===== config.mk =====
export PLATFORM = sky130hd
export DESIGN_NAME = err_monitor
export DESIGN_NICKNAME = d
export VERILOG_FILES = /design/src/rtl/err_monitor.sv
export SDC_FILE = /design/constraint.sdc
export NUM_CORES = 1
export LEC_CHECK = 0
export BUFFER_PORTS_ARGS = -buffer_cell sky130_fd_sc_hd__buf_2
export CORE_UTILIZATION = 50
export CTS_CLUSTER_DIAMETER = 150
export CTS_CLUSTER_SIZE = 20
export DETAILED_ROUTE_END_ITERATION = 10
export PLACE_DENSITY = 0.78
export SYNTH_ARGS = -nofsm -noshare
export SYNTH_HDL_FRONTEND = slang
export SYNTH_HIERARCHICAL = 1
export SYNTH_SLANG_ARGS = --single-unit

===== constraint.sdc =====
create_clock -name trn_clk -period 2.6 [get_ports trn_clk]
set_clock_uncertainty 0.1 [all_clocks]
set_input_delay 0.52 -clock trn_clk [delete_from_list [all_inputs] [get_ports trn_clk]]
set_output_delay 0.52 -clock trn_clk [all_outputs]
set_load 0.02 [all_outputs]

===== src/rtl/err_monitor.sv =====
// PCIe error monitor: synchronises and normalises raw error levels, then keeps
// per-channel pulses, sticky flags, saturating counters and a first-error capture.

module err_chan #(
   parameter int   SYNC_STAGES = 2,
   parameter int   CNT_WIDTH   = 16,
   parameter logic ACTIVE_LOW  = 1'b0
) (
   input  logic                 trn_clk,
   input  logic                 reset_n,
   input  logic                 raw,
   input  logic                 mask,
   input  logic                 clr,
   output logic                 lvl,
   output logic                 evt,
   output logic                 pulse,
   output logic                 sticky,
   output logic [CNT_WIDTH-1:0] cnt
);

   logic [SYNC_STAGES-1:0] sync;
   logic                   lvl_d;

   assign lvl = sync[SYNC_STAGES-1] ^ ACTIVE_LOW;
   // lvl_d follows the level even while masked, so unmasking a high level is silent
   assign evt = lvl & ~lvl_d & mask;

   always_ff @(posedge trn_clk or negedge reset_n) begin
      if (!reset_n) begin
         sync   <= {SYNC_STAGES{ACTIVE_LOW}};
         lvl_d  <= 1'b0;
         pulse  <= 1'b0;
         sticky <= 1'b0;
         cnt    <= '0;
      end else begin
         sync[0] <= raw;
         for (int k = 1; k < SYNC_STAGES; k++) sync[k] <= sync[k-1];
         lvl_d  <= lvl;
         pulse  <= evt;
         sticky <= evt | (sticky & ~clr);
         // clear first, then the event counts on top of it
         if (clr)
            cnt <= evt ? CNT_WIDTH'(1) : '0;
         else if (evt && (cnt != '1))
            cnt <= cnt + CNT_WIDTH'(1);
      end
   end

endmodule

module err_monitor #(
   parameter int                 NUM_ERR        = 5,
   parameter int                 SYNC_STAGES    = 2,
   parameter int                 CNT_WIDTH      = 16,
   parameter logic [NUM_ERR-1:0] ERR_ACTIVE_LOW = 5'b10000,
   parameter int                 IDX_W          = 3
) (
   input  logic                 trn_clk,
   input  logic                 reset_n,
   input  logic [NUM_ERR-1:0]   err_raw,
   input  logic [NUM_ERR-1:0]   err_mask,
   input  logic                 clr_valid,
   input  logic [NUM_ERR-1:0]   clr_sel,
   input  logic [IDX_W-1:0]     cnt_sel,
   output logic [CNT_WIDTH-1:0] cnt_rd_data,
   output logic [NUM_ERR-1:0]   detected_errors,
   output logic [NUM_ERR-1:0]   err_pulse,
   output logic [NUM_ERR-1:0]   err_sticky,
   output logic                 first_err_valid,
   output logic [IDX_W-1:0]     first_err_idx,
   output logic                 irq
);

   typedef enum logic {IDLE, CAPTURED} fe_state_t;

   logic [NUM_ERR-1:0]                evt;
   logic [NUM_ERR-1:0][CNT_WIDTH-1:0] cnt;
   logic [IDX_W-1:0]                  lo_idx;
   logic                              clr_hit;
   logic [CNT_WIDTH-1:0]              rd_mux;
   fe_state_t                         fe_state;

   for (genvar g = 0; g < NUM_ERR; g++) begin : g_chan
      err_chan #(
         .SYNC_STAGES (SYNC_STAGES),
         .CNT_WIDTH   (CNT_WIDTH),
         .ACTIVE_LOW  (ERR_ACTIVE_LOW[g])
      ) u_chan (
         .trn_clk (trn_clk),
         .reset_n (reset_n),
         .raw     (err_raw[g]),
         .mask    (err_mask[g]),
         .clr     (clr_valid & clr_sel[g]),
         .lvl     (detected_errors[g]),
         .evt     (evt[g]),
         .pulse   (err_pulse[g]),
         .sticky  (err_sticky[g]),
         .cnt     (cnt[g])
      );
   end

   assign irq             = |err_sticky;
   assign first_err_valid = (fe_state == CAPTURED);

   always_comb begin
      lo_idx  = '0;
      clr_hit = 1'b0;
      rd_mux  = '0;
      for (int i = NUM_ERR-1; i >= 0; i--) begin
         if (evt[i]) lo_idx = IDX_W'(i);
      end
      for (int i = 0; i < NUM_ERR; i++) begin
         if (clr_sel[i] && (32'(first_err_idx) == i)) clr_hit = clr_valid;
         // out-of-range selects match nothing and read as zero
         if (32'(cnt_sel) == i) rd_mux = cnt[i];
      end
   end

   always_ff @(posedge trn_clk or negedge reset_n) begin
      if (!reset_n) begin
         fe_state      <= IDLE;
         first_err_idx <= '0;
         cnt_rd_data   <= '0;
      end else begin
         cnt_rd_data <= rd_mux;
         case (fe_state)
            IDLE: begin
               if (|evt) begin
                  fe_state      <= CAPTURED;
                  first_err_idx <= lo_idx;
               end
            end
            CAPTURED: begin
               if (clr_hit) begin
                  if (|evt) first_err_idx <= lo_idx;
                  else      fe_state      <= IDLE;
               end
            end
            default: fe_state <= IDLE;
         endcase
      end
   end

endmodule


== After elaboration in Yosys (flattened, before gate mapping) ==
Cells that the tools add are included.

* Memories kept: 0
* Latch bits: 0
* Output and inout bits: 36
* Bits in read-only memories: 0
* Bits in writable memories: 0
* Register bits after elaboration: 125
* Input bits: 21

* $mul: 0
* Bitwise operators: 37
* Shift-type cells: 0
* Mux-type cells: 36
* Divide/modulo/power cells: 0
* Equality and inequality tests: 14
* $add $sub $neg: 5
* Reduce and logical (&&, ||, !) cells: 19
* Magnitude comparators: 0

{| class="wikitable"
|+ Operator list
! kind !! number
|-
| two-way mux 16 bit || 15
|-
| adder 16 x 1 -> 16 bit, second input constant || 5
|-
| inequality test 16 bit, second input constant || 5
|-
| two-way mux 3 bit || 7
|-
| AND 1 bit || 20
|-
| == test 3 x 2 -> 1 bit, second input constant || 4
|-
| two-way mux 1 bit || 12
|-
| inverter 1 bit || 12
|-
| logical AND 1 bit || 10
|-
| nonzero test 2 bit || 5
|-
| OR reduction 5 bit || 2
|-
| == test 3 x 1 -> 1 bit, second input constant || 2
|-
| == test 3 bit, second input constant || 2
|-
| logical NOT 3 bit || 2
|-
| case mux 3 bit (2 select lines) || 1
|-
| bitwise OR 1 bit || 5
|-
| inequality test 2 bit, second input constant || 1
|-
| case mux 1 bit (2 select lines) || 1
|}

== Logic depth before layout (Yosys ltp) ==
Gate-level depths: netlist of the first run.

* Depth after elaboration: 11
* Depth in mapped cells: 7

== Hierarchy ==
Netlist of the first run, hierarchy kept.

{| class="wikitable"
|+ Modules (own cells, without submodules)
! module !! times used !! sequential area each (µm²) !! area each (µm²) !! cells an instance
|-
| err_chan (g_chan[0].u_chan ...) || 4 || 525.5 || 1143.6 || 109
|-
| err_monitor || 1 || 500.5 || 1325.0 || 126
|-
| err_chan (g_chan[4].u_chan) || 1 || 528.0 || 1168.6 || 111
|}

== Worst setup path after synthesis of the first run ==
No wires, ideal clock.

* Path type: register -> register
* Start: register g_chan[0].u_chan.sync[1]
* End: register first_err_idx[0]
* Required time: 2.375 ns
* Clock period less this slack: 2.003 ns
* Buffers on the path: 0
* Cell stages (with the launch flop): 7
* Arrival: 1.778 ns
* Slack: 0.597 ns
* Path through: dfrtp_1 nand3b_4 inv_2 or4_1 nor2_1 a211o_1 mux2_4

* Longest elaborated chain between the ends: 6
* Elaborated cells on any way between the ends: 7
* Those cells by class: mux: 4; bitwise: 2; reduce/logical: 1

{| class="wikitable"
|+ RTL lines
! element !! RTL line !! text
|-
| start: declaration || 21 || <nowiki>logic [SYNC_STAGES-1:0] sync;</nowiki>
|-
| start signal: assignment || 30 || <nowiki>sync <= {SYNC_STAGES{ACTIVE_LOW}};</nowiki>
|-
| AND 1 bit (*) (2 in a row) || 26 || <nowiki>assign evt = lvl & ~lvl_d & mask;</nowiki>
|-
| named net evt[0] || 76 || <nowiki>logic [NUM_ERR-1:0] evt;</nowiki>
|-
| OR reduction 5 bit / two-way mux 3 bit (equally long branches) || 128, 135, 110 ||
|-
| two-way mux 3 bit (*) || 128, 135 ||
|-
| two-way mux 3 bit || 134 || <nowiki>if (clr_hit) begin</nowiki>
|-
| case mux 3 bit (2 select lines) (*) || 126 || <nowiki>case (fe_state)</nowiki>
|-
| end signal: assignment || 130 || <nowiki>first_err_idx <= lo_idx;</nowiki>
|-
| end signal: assignment || 135 || <nowiki>if (|evt) first_err_idx <= lo_idx;</nowiki>
|-
| end: declaration || 70 || <nowiki>output logic [IDX_W-1:0] first_err_idx,</nowiki>
|}

The timed path passes the listed nets; every way through them passes the cells marked *. The select of a mux whose other input is x is not followed.
A chain may end at the register's enable or synchronous reset.

== Worst setup path after layout of the first run ==
* Start: register g_chan[1].u_chan.cnt[0]
* End: register g_chan[1].u_chan.cnt[4]

* Longest elaborated chain between the ends: 3
* Elaborated cells on any way between the ends: 6
* Those cells by class: add/sub: 1; eq/ne: 1; mux: 2; reduce/logical: 2

{| class="wikitable"
|+ RTL lines
! element !! RTL line !! text
|-
| start: declaration || 18 || <nowiki>output logic [CNT_WIDTH-1:0] cnt</nowiki>
|-
| start signal: assignment || 43 || <nowiki>cnt <= evt ? CNT_WIDTH'(1) : '0;</nowiki>
|-
| start signal: assignment || 45 || <nowiki>cnt <= cnt + CNT_WIDTH'(1);</nowiki>
|-
| adder 16 x 1 -> 16 bit / inequality test 16 bit (equally long branches) || 45, 44 ||
|-
| two-way mux 16 bit / logical AND 1 bit (equally long branches) || 44 || <nowiki>else if (evt && (cnt != '1))</nowiki>
|-
| two-way mux 16 bit / nonzero test 2 bit (equally long branches) || - ||
|}

Several ways; a longest one is shown, not always the timed one. The select of a mux whose other input is x is not followed.

==> results of run 1 <==
stage by stage:
stage | instances | setup WS [ns]
after floorplan | 673 | 0.597
after global placement | 898 | 0.389
after detailed placement | 898 | 0.316
after CTS | 931 | 0.379
after global routing | 931 | 0.226
final | 931 | 0.323
final timing paths:
kind	from	end	slack (ns)	cells past startpoint
worst min-delay path	err_raw[4]	g_chan[4].u_chan/sync[0]$_DFF_PN1_	0.11	1
worst min register to register	g_chan[3].u_chan/sync[0]$_DFF_PN0_	g_chan[3].u_chan/sync[1]$_DFF_PN0_	0.24	0
min in group asynchronous	reset_n	first_err_valid$_DFF_PN0_	0.37	2
worst max-delay path	g_chan[1].u_chan/cnt[0]$_DFFE_PN0P_	g_chan[1].u_chan/cnt[4]$_DFFE_PN0P_	0.32	6
max in group asynchronous	reset_n	g_chan[1].u_chan/cnt[8]$_DFFE_PN0P_	1.46	3
worst max register to register	g_chan[1].u_chan/cnt[0]$_DFFE_PN0P_	g_chan[1].u_chan/cnt[4]$_DFFE_PN0P_	0.32	6
layer usage:
| layer | up-vias | track usage |
|---|---|---|
| li1 | 2640 | - |
| met1 | 2891 | 0.312 |
| met2 | 250 | 0.428 |
| met3 | 42 | 0.0545 |
| met4 | 0 | 0.115 |
| met5 | - | 0 |
final cells by class:
type	count	area [sq um]
Inverter	51	193
Timing Repair Buffer	70	415
Sequential cell	125	3130
Tap cell	180	225
Clock buffer	24	472
Fill cell	1096	5700
Multi-Input combinational cell	473	3600
Clock inverter	8	93.8
sequential cells by signal, summed over array words and instances (netlist names):
register / cells
g_chan.u_chan/pulse: 5
first_err_idx: 3
g_chan.u_chan/cnt: 80
g_chan.u_chan/lvl_d: 5
g_chan.u_chan/sync: 10
cnt_rd_data: 16
first_err_valid: 1
g_chan.u_chan/sticky: 5
power by group through the flow:
stage / sequential (mW) / combinational (mW) / clock (mW)
floorplan: 2.18 / 0.278 / 0
global placement: 2.15 / 0.493 / 0
detailed placement: 2.15 / 0.511 / 0
CTS: 2.12 / 0.517 / 2.32
global route: 2.13 / 0.562 / 2.41
finish: 2.12 / 0.512 / 2.29
cells in the mapped netlist, drive strengths merged, types with 9 or more instances:
cell type	count	share of area
or4	29	0.031
o21ai	29	0.021
dfrtp	123	0.44
and2	15	0.014
or3	15	0.013
nor4	13	0.022
buf	12	0.012
o41ai	9	0.011
nand3	16	0.011
nor2	34	0.018
nand2b	13	0.012
nand4	24	0.038
nor2b	22	0.019
mux2	27	0.048
clkbuf	11	0.0073
mux4	16	0.051
nor3	9	0.0080
a211oi	19	0.028
a21oi	47	0.033
nand2	59	0.031
o31ai	28	0.030
inv	50	0.027
worst max-delay path, cell delays in order (launching register included):
cell and delay [ns]:
dfrtp_1 0.46, ha_1 0.27, nand4_1 0.21, nor4_4 0.41
buf_4 0.26, a211oi_1 0.10, mux2_1 0.34
what timing repair did:
item | CTS | global route
hold buffers | 1 | 0
buffers inserted | 0 | 0
endpoints found under the hold margin | 5 | 0
kinds of logic after synthesis:
| kind of cell | count (synthesis) |
|---|---|
| AO/OA/AOI/OAI | 152 |
| flip-flops | 125 |
| buffers and inverters | 75 |
| multiplexers | 49 |
| AND/OR/NAND/NOR | 267 |
| adder cells (fa/ha/maj) | 5 |
==> impl_summary.txt, run 1 <==
----------------------------------------------------
[Placement]
  GPL Wtd Cong ... 0.950
  Hpwl dp ... roughly 12000 um
  Port buffer count ... 56
  Standard cell area after detailed placement ... 0.00755 sq mm

[Final layout]
  Post-route design area ... 0.00813 sq mm
  Ratio of cells with drive above 1 in the final layout ... 0.221
  Util after Layout ... 0.588
  Area Overhead vs Synth ... 15.0%
  Most common library cell in the layout ignoring fill and taps ... dfrtp_1
  Count of inserted antenna diode cells ... 0
  Number of nets at the end of the flow ... roughly 760
  Highest-count cells in the layout ignoring fill and taps ... dfrtp_1, nand2_1, buf_2

[Global route]
  Wire length of the first global-routing pass ... 28500 um
  Vias in the first global route ... between 5000 and 6000
  Antenna violations before repair ... 0
  Overall Global Routing Usage ... 0.254
  Maximum number of pins on one net before global-route repair ... between 60 and 70
  Overflow after GRT ... 0

[Synth]
  Total standard cell area after synthesis ... ~0.0071 sq mm
  Synth warnings ... 6
  Adder and majority gate portion of the synthesized area ... 0.00885
  Dominant combinational cell family by area after synthesis ... simple AND/OR/NAND/NOR gates
  Ys async rst share ... 1.00
  Share of synthesized area spent on multiplexers ... 0.108
  Flip-flop and latch count after synthesis ... around 130
  EDFF count, synth ... 0
  Post-Synth XOR/XNOR Area ... 0
  Share of synthesized area occupied by flip-flops and latches ... 0.443
  Instance count of the mapped netlist ... between 600 and 700
  Post-synthesis area per instance ... approximately 11 sq um
  Compound-gate portion of the synthesized area ... 0.147
  Synthesized Nets ... 699
  Simple logic cell fraction of the synthesized area ... 0.245
  Yosys cell types ... between 60 and 70
  Top FF cell, synth ... dfrtp_1

[Clocking]
  Clk_lat worst skew ... between 0.4 and 0.5 ns
  Inserted Clock Buffers ... 17
  Maximum clock path buffer count ... 2
  Clock transition at the registers of the reported paths ... about 0.060 ns
  Quantity of gates resized following cts ... 0
  Clock sink count ... 125
  Clock tree from TritonCTS ... done
  Maximum level of the CTS H-tree ... 4
  CTS Root Buffer Type ... clkbuf_16

[Floorplanning]
  Count of pins on the block boundary ... 57
  Width of the chip ... ~120 um
  DIE AREA ... between 0.01 and 0.015 sq mm
  Area of the core ... approximately 0.014 sq mm
  Standard-cell row count ... between 40 and 50
  Vertical die dimension ... 121 um
  Effective utilization at floorplan ... 0.511

[Status]
  Status ... finished, final reports clean

[Timing]
  Setup repair after global routing missed its margin ... false
  Min Tclk post-route ... 2.28 ns
  Crit share post-route ... 0.876
  Final count of hold timing violations ... 0
  Slew HR ... 0.403
  Setup total negative slack ... 0 ns
  Pin slew with the least headroom to its limit ... roughly 0.9 ns
  Highest clock frequency the design can meet ... 439 MHz
  Min Hold Slack ... ~0.11 ns
  Final number of max-transition violations ... 0
  Final-report setup violation count ... 0

[Power and ir drop]
  Power density cells ... about 610 mW/mm^2
  Share of total power in the clock network ... 0.465
  Total power after layout ... between 4 and 5 mW
  Internal power ... between 3 and 4 mW
  Fraction of power spent switching nets ... 0.250
  Peak supply drop ... 422 uV
  Static leakage power ... around 3.5 nW
  Sw Pwr ... between 1 and 1.5 mW
  Power share of the combinational group ... 0.104
  Reg power frac ... 0.431

[Routing]
  Met2 wire length ... between 8000 and 9000 um
  DRC errors left ... 0
  Met3 wire length ... 1090 um
  DR top layer ... met4
  Total vias in the final route ... between 5000 and 6000
  Iter 0 DRT Violations ... 660
  Drt first pass iters ... 6
  Avg Vias per Cell ... around 6.3
  Metal1 wirelength ... ~7000 um
  Post-Route WL ... ~17000 um
  DR WL/cell ... about 19 um
  Number of nets with antenna violations after detailed routing ... 0

[Flow run]
  Max-cap viol count ... 0

[Critical path]
  CP max FO ... 9
  Crit path launch type ... flip-flop
  Required time of the critical path ... around 2.8 ns
  Crit end category ... flip-flop
  Crit Path Class ... flip-flop to flip-flop
  Critical Path AT ... 2.46 ns

[Hold path]
  Path category of the worst min-delay check ... primary input to flip-flop

----------------------------------------------------
Note: power is estimated with default switching activity, not from simulation.
==> run 2, diff against run 1 <==
CORE_MARGIN = 4   (was not set)
CTS_CLUSTER_SIZE = 12   (was 20)
HOLD_SLACK_MARGIN = 0.12   (was not set)
==> run 2 against run 1 <==
Net effect: sequential power about the same; design area up 1.2%; non-clock buffer count up 5; worst hold slack better by 0.14 ns; routed wire length is 2.3% higher; critical path depth decreased by 2; global-route usage fell by 2.5 points; count of clock-buffer cells in the layout increased by 3; flip-flop and latch count unchanged; die area up 10%.
==> impl_summary.txt, run 2 (same netlist as run 1, synthesis figures left out) <==
----------------------------------------------------
[Status]
  Status ... finished, final reports clean

[Critical path]
  Required time of the critical path ... 2.80 ns
  Critical register-to-register path startpoint ... g_chan[1].u_chan/cnt[5]$_DFFE_PN0P_
  Endpoint of the worst register-to-register path ... g_chan[1].u_chan/cnt[15]$_DFFE_PN0P_
  Critical Path AT ... 2.34 ns
  Critical-path top delay cell ... dfrtp_1
  Crit end category ... flip-flop
  Crit path launch type ... flip-flop
  Setup slack of the most critical reg-to-reg path ... about 0.47 ns
  Critical path, cell by cell ... and2_1 -> nand4_2 -> nor4_1 -> mux2_4
  Crit Path Class ... flip-flop to flip-flop
  Reg2reg path depth ... 4
  CP max FO ... 9
  Crit path largest cell delay ... 0.47 ns

[Global route]
  Overall Global Routing Usage ... 0.229
  Overflow after GRT ... 0
  Antenna violations before repair ... 1
  Wire length of the first global-routing pass ... roughly 29000 um
  Maximum number of pins on one net before global-route repair ... 57
  Vias in the first global route ... around 5600

[Clocking]
  CTS Root Buffer Type ... clkbuf_16
  Quantity of gates resized following cts ... 0
  Post CTS Setup Buffer Count ... 0
  Clk_lat worst skew ... 0.42 ns
  Inserted Clock Buffers ... 17
  Clock tree from TritonCTS ... done
  Maximum clock path buffer count ... 2
  Maximum level of the CTS H-tree ... 4
  Clock transition at the registers of the reported paths ... about 0.06 ns
  Clock sink count ... 125

[Final layout]
  Ratio of cells with drive above 1 in the final layout ... 0.220
  Top reg by flops ... g_chan.u_chan/cnt
  Most common library cell in the layout ignoring fill and taps ... dfrtp_1
  Area Overhead vs Synth ... 16.4%
  Final std cells w/o fill ... 936
  Max FFs per register ... 80
  Highest-count cells in the layout ignoring fill and taps ... dfrtp_1, nand2_1, buf_2
  Number of nets at the end of the flow ... slightly below 800
  Count of inserted antenna diode cells ... 0
  Registers with the highest flip-flop counts ... g_chan.u_chan/cnt x80, cnt_rd_data x16, g_chan.u_chan/sync x10

[Hold path]
  Depth of the worst hold-timing path ... 0
  Path category of the worst min-delay check ... flip-flop to flip-flop
  Destination of the worst hold path ... g_chan[0].u_chan/sync[1]$_DFF_PN0_
  Startpoint of the worst hold path ... g_chan[0].u_chan/sync[0]$_DFF_PN0_

[Power and ir drop]
  Peak supply drop ... 438 uV
  Power density cells ... between 600 and 700 mW/mm^2
  Static leakage power ... roughly 3.6 nW

[Flow run]
  Max-cap viol count ... 0

[Routing]
  DRC errors left ... 0
  Iter 0 DRT Violations ... approximately 810
  Number of nets with antenna violations after detailed routing ... 0
  DR WL/cell ... approximately 19 um
  Drt first pass iters ... 6
  Total vias in the final route ... 5835
  Avg Vias per Cell ... a little over 6
  Post-Route WL ... 17800 um

[Floorplanning]
  Count of pins on the block boundary ... 57
  Effective utilization at floorplan ... 0.509
  Width of the chip ... around 130 um
  DIE AREA ... roughly 0.016 sq mm
  Area of the core ... 0.0139 sq mm
  Standard-cell row count ... 43
  Vertical die dimension ... 127 um

[Timing]
  Slew HR ... 0.292
  Min Tclk post-route ... approximately 2.1 ns
  Pin slew with the least headroom to its limit ... 1.06 ns
  Setup repair after global routing missed its margin ... false
  Final count of hold timing violations ... 0
  Crit share post-route ... 0.821
  Setup total negative slack ... 0 ns
  Final-report setup violation count ... 0
  Highest clock frequency the design can meet ... about 470 MHz
  Final number of max-transition violations ... 0

[Placement]
  GPL Wtd Cong ... just over 0.9
  Placed instance count ... 898
  Hpwl dp ... 12600 um
  Port buffer count ... 56

----------------------------------------------------
run 2: critical path, delay by kind of cell (launching register included):
kind,cells,cell delay (ns)
AND/OR/NAND/NOR,3,1.11
multiplexers,1,0.33
flip-flops,1,0.47
run 2: metal layers:
layer	part of all wire	global-route usage	vias up
li1	-	-	2653
met1	0.41	0.300	2884
met2	0.50	0.373	253
met3	0.066	0.0577	43
met4	0.029	0.0789	2
met5	0.00039	0	-
run 2: power breakdown:
part	total (mW)	switching (mW)	leakage [nW]	internal, mW
registers	2.12	0.0974	1.68	2.03
clock network	2.48	0.846	0.302	1.64
logic	0.516	0.304	1.61	0.213
total	5.12	1.25	3.59	3.88
run 2: worst max path at each step:
stage	start	endpoint	depth (start not counted)
finish	g_chan[1].u_chan/cnt[5]$_DFFE_PN0P_	g_chan[1].u_chan/cnt[15]$_DFFE_PN0P_	4
global route	g_chan[2].u_chan/cnt[0]$_DFFE_PN0P_	g_chan[2].u_chan/cnt[2]$_DFFE_PN0P_	6
CTS	g_chan[1].u_chan/cnt[5]$_DFFE_PN0P_	g_chan[1].u_chan/cnt[15]$_DFFE_PN0P_	4
detailed placement	err_mask[3]	first_err_idx[0]$_DFFE_PN0P_	7
global placement	err_mask[3]	first_err_idx[0]$_DFFE_PN0P_	7
floorplan	g_chan[0].u_chan/sync[1]$_DFF_PN0_	first_err_idx[0]$_DFFE_PN0P_	6
run 2: final cells by class:
class | instances | area [sq um]
Sequential cell | 125 | 3130
Fill cell | 1120 | 5650
Tap cell | 180 | 225
Timing Repair Buffer | 75 | 465
Clock buffer | 27 | 513
Clock inverter | 5 | 104
Multi-Input combinational cell | 473 | 3600
Inverter | 51 | 193
run 2: stage by stage:
stage / hold WS, ns / utilization / cell area (sq um) / power [mW] / setup slack, ns
after floorplan: 0.124 / - / 7070 / 2.46 / 0.597
after global placement: 0.232 / 0.544 / 7550 / 2.64 / 0.388
after detailed placement: 0.236 / 0.544 / 7550 / 2.67 / 0.351
after CTS: 0.249 / 0.593 / 8230 / 5.15 / 0.509
after global routing: 0.256 / 0.593 / 8230 / 5.31 / 0.373
final: 0.246 / 0.593 / 8230 / 5.12 / 0.465
run 2: repair_timing:
item,4_1_cts,5_1_grt
setup endpoints to repair,0,0
hold buffers,6,0
hold endpoints to repair,38,0
==> run 3, diff against run 2 <==
clock period = 2 ns   (was 2.6 ns; I/O delays follow)
==> run 3 against run 2 <==
Net effect: the run now ends with negative setup slack left; combinational power rose by 52%; critical path depth rose by 2; power rose by 30%; sequential share of layout area fell by 2.6 points; flip-flop and latch count did not move; sequential power rose by 29%; via count rose by 3.3%; worst hold slack barely moved; register-to-register slack got worse by 0.50 ns; die area did not move; count of clock-buffer cells in the layout fell by 3; cell count rose by 5.8%; critical endpoint is now g_chan[2].u_chan/cnt[5]$_DFFE_PN0P_; largest power group unchanged.
==> impl_summary.txt, run 3 (same netlist as run 1, synthesis figures left out) <==
----------------------------------------------------
[Clocking]
  Clock tree from TritonCTS ... done
  Maximum level of the CTS H-tree ... 4
  Clock transition at the registers of the reported paths ... 0.06 ns
  Inserted Clock Buffers ... 17
  Clock sink count ... 125
  CTS Root Buffer Type ... clkbuf_16
  Maximum clock path buffer count ... 2
  Clk_lat worst skew ... between 0.4 and 0.5 ns

[Power and ir drop]
  Reg power frac ... 0.411
  Power share of the combinational group ... 0.117
  Peak supply drop ... slightly below 600 uV
  Sw Pwr ... approximately 1.6 mW
  Internal power ... about 5 mW
  Fraction of power spent switching nets ... 0.247
  Static leakage power ... 3.88 nW
  Share of total power in the clock network ... 0.472
  Power density cells ... roughly 760 mW/mm^2

[Routing]
  Iter 0 DRT Violations ... 495
  Post-Route WL ... between 15000 and 20000 um
  DRC errors left ... 0
  Avg Vias per Cell ... around 6.1
  DR WL/cell ... between 15 and 20 um
  Total vias in the final route ... ~6000
  Number of nets with antenna violations after detailed routing ... 0
  Drt first pass iters ... 5

[Floorplanning]
  Standard-cell row count ... 43
  Width of the chip ... roughly 130 um
  Effective utilization at floorplan ... 0.509
  DIE AREA ... between 0.015 and 0.02 sq mm
  Vertical die dimension ... 127 um
  Area of the core ... 0.0139 sq mm
  Count of pins on the block boundary ... 57

[Final layout]
  Area Overhead vs Synth ... 24.9%
  Most common library cell in the layout ignoring fill and taps ... dfrtp_1
  Total of fill cells in the finished design ... just over 1000
  Count of inserted antenna diode cells ... 0
  Ratio of cells with drive above 1 in the final layout ... 0.304
  Max FFs per register ... 80
  Registers with the highest flip-flop counts ... g_chan.u_chan/cnt x80, cnt_rd_data x16, g_chan.u_chan/sync x10
  Highest-count cells in the layout ignoring fill and taps ... dfrtp_1, buf_4, nand2_1
  Top reg by flops ... g_chan.u_chan/cnt
  Number of nets at the end of the flow ... around 820

[Critical path]
  Critical register-to-register path startpoint ... g_chan[2].u_chan/cnt[0]$_DFFE_PN0P_
  Crit path launch type ... flip-flop
  Critical path, cell by cell ... ha_4 -> nand4_1 -> nor4_4 -> buf_12 -> a211oi_4 -> mux2_4
  Critical-path top delay cell ... nor4_4
  Buf+Inv Stages, Crit Path ... 1
  Crit end category ... flip-flop
  Crit path largest cell delay ... between 0.4 and 0.5 ns
  Critical Path AT ... ~2.2 ns
  Setup slack of the most critical reg-to-reg path ... -0.04 ns
  Reg2reg path depth ... 6
  Kind of cell with the highest combined delay on the critical path ... simple AND/OR/NAND/NOR gates
  Required time of the critical path ... 2.20 ns
  CP max FO ... 5
  Crit Path Class ... flip-flop to flip-flop
  Endpoint of the worst register-to-register path ... g_chan[2].u_chan/cnt[5]$_DFFE_PN0P_

[Timing]
  Final count of hold timing violations ... 0
  Final number of max-transition violations ... 0
  Setup total negative slack ... -0.162 ns
  Slew HR ... 0.615
  Smallest setup slack after layout ... -0.0359 ns
  Min Hold Slack ... around 0.25 ns
  Crit share post-route ... 1.02
  Final-report setup violation count ... 6
  Highest clock frequency the design can meet ... a little under 500 MHz
  Min Tclk post-route ... about 2.0 ns
  Setup repair after global routing missed its margin ... true
  Pin slew with the least headroom to its limit ... 0.573 ns

[Hold path]
  Startpoint of the worst hold path ... g_chan[2].u_chan/sync[0]$_DFF_PN0_
  Path category of the worst min-delay check ... flip-flop to flip-flop
  Destination of the worst hold path ... g_chan[2].u_chan/sync[1]$_DFF_PN0_
  Depth of the worst hold-timing path ... 0

[Global route]
  Maximum number of pins on one net before global-route repair ... 35
  Overall Global Routing Usage ... 0.234
  Overflow after GRT ... 0
  Antenna violations before repair ... 0
  Wire length of the first global-routing pass ... about 30000 um
  Vias in the first global route ... between 6000 and 7000

[Placement]
  GPL Wtd Cong ... slightly below 0.9
  Pre-CTS setup slack ... -0.0271 ns
  Port buffer count ... 56
  Hpwl dp ... between 10000 and 15000 um

[Status]
  Status ... finished with violations
  Violated checks ... negative setup slack

[Flow run]
  Max-cap viol count ... 0

----------------------------------------------------
run 3: cell types whose count changed in the layout (fill, tap and decap cells not counted), moves of 4 or more:
cell,change
buf_12,+4
nor4_1,-4
buf_4,+49
a211oi_1,-6
clkinv_2,+4
run 3: repair_timing:
item | 4_1_cts | 5_1_grt
hold buffers | 6 | 0
gates cloned | 0 | 1
resized for setup | 1 | 29
endpoints found under the setup margin | 1 | 23
setup buffers | 0 | 10
pin swaps | 0 | 10
endpoints found under the hold margin | 33 | 0
run 3: final cells by class:
| cell class | count | area [sq um] | share of cell area |
|---|---|---|---|
| Multi-Input combinational cell | 473 | 3740 | 0.424 |
| Sequential cell | 125 | 3130 | 0.355 |
| Timing Repair Buffer | 129 | 938 | 0.106 |
| Clock buffer | 24 | 482 | 0.0546 |
| Tap cell | 180 | 225 | 0.0255 |
| Inverter | 51 | 193 | 0.0218 |
| Clock inverter | 8 | 115 | 0.0130 |
run 3: worst max-delay path by stage:
stage	start	to	slack [ns]	cells after the start
after floorplan	g_chan[3].u_chan/sync[1]$_DFF_PN0_	first_err_idx[0]$_DFFE_PN0P_	0.01	6
after global placement	err_mask[3]	first_err_idx[0]$_DFFE_PN0P_	0.02	7
final	g_chan[2].u_chan/cnt[0]$_DFFE_PN0P_	g_chan[2].u_chan/cnt[5]$_DFFE_PN0P_	-0.04	6
after detailed placement	err_mask[3]	first_err_idx[0]$_DFFE_PN0P_	-0.03	7
after CTS	g_chan[1].u_chan/cnt[0]$_DFFE_PN0P_	g_chan[1].u_chan/cnt[3]$_DFFE_PN0P_	0.002	6
after global routing	g_chan[2].u_chan/cnt[0]$_DFFE_PN0P_	g_chan[2].u_chan/cnt[2]$_DFFE_PN0P_	-0.11	6
run 3: per-layer routing:
| layer | share of wire | vias to the layer above | GRT usage |
|---|---|---|---|
| met4 | 0.032 | 0 | 0.108 |
| met5 | 0 | - | 0 |
| met3 | 0.062 | 50 | 0.0488 |
| li1 | - | 2752 | - |
| met1 | 0.40 | 2996 | 0.278 |
| met2 | 0.51 | 228 | 0.407 |
run 3: power groups by stage:
stage	combinational [mW]	sequential, mW	clock, mW
after detailed placement	0.745	2.78	0
final	0.782	2.74	3.15
after CTS	0.760	2.74	3.19
after floorplan	0.361	2.84	0
after global placement	0.717	2.77	0
after global routing	0.846	2.76	3.29
run 3: stage by stage:
| step | area, sq um | power, mW | std cells | utilization |
|---|---|---|---|---|
| 2_1_floorplan | 7070 | 3.20 | 673 | - |
| 3_3_place_gp | 7930 | 3.49 | 941 | 0.571 |
| 3_5_place_dp | 7930 | 3.53 | 941 | 0.571 |
| 4_1_cts | 8590 | 6.69 | 979 | 0.619 |
| 5_1_grt | 8830 | 6.90 | 990 | 0.636 |
| 6_report | 8830 | 6.67 | 990 | 0.636 |
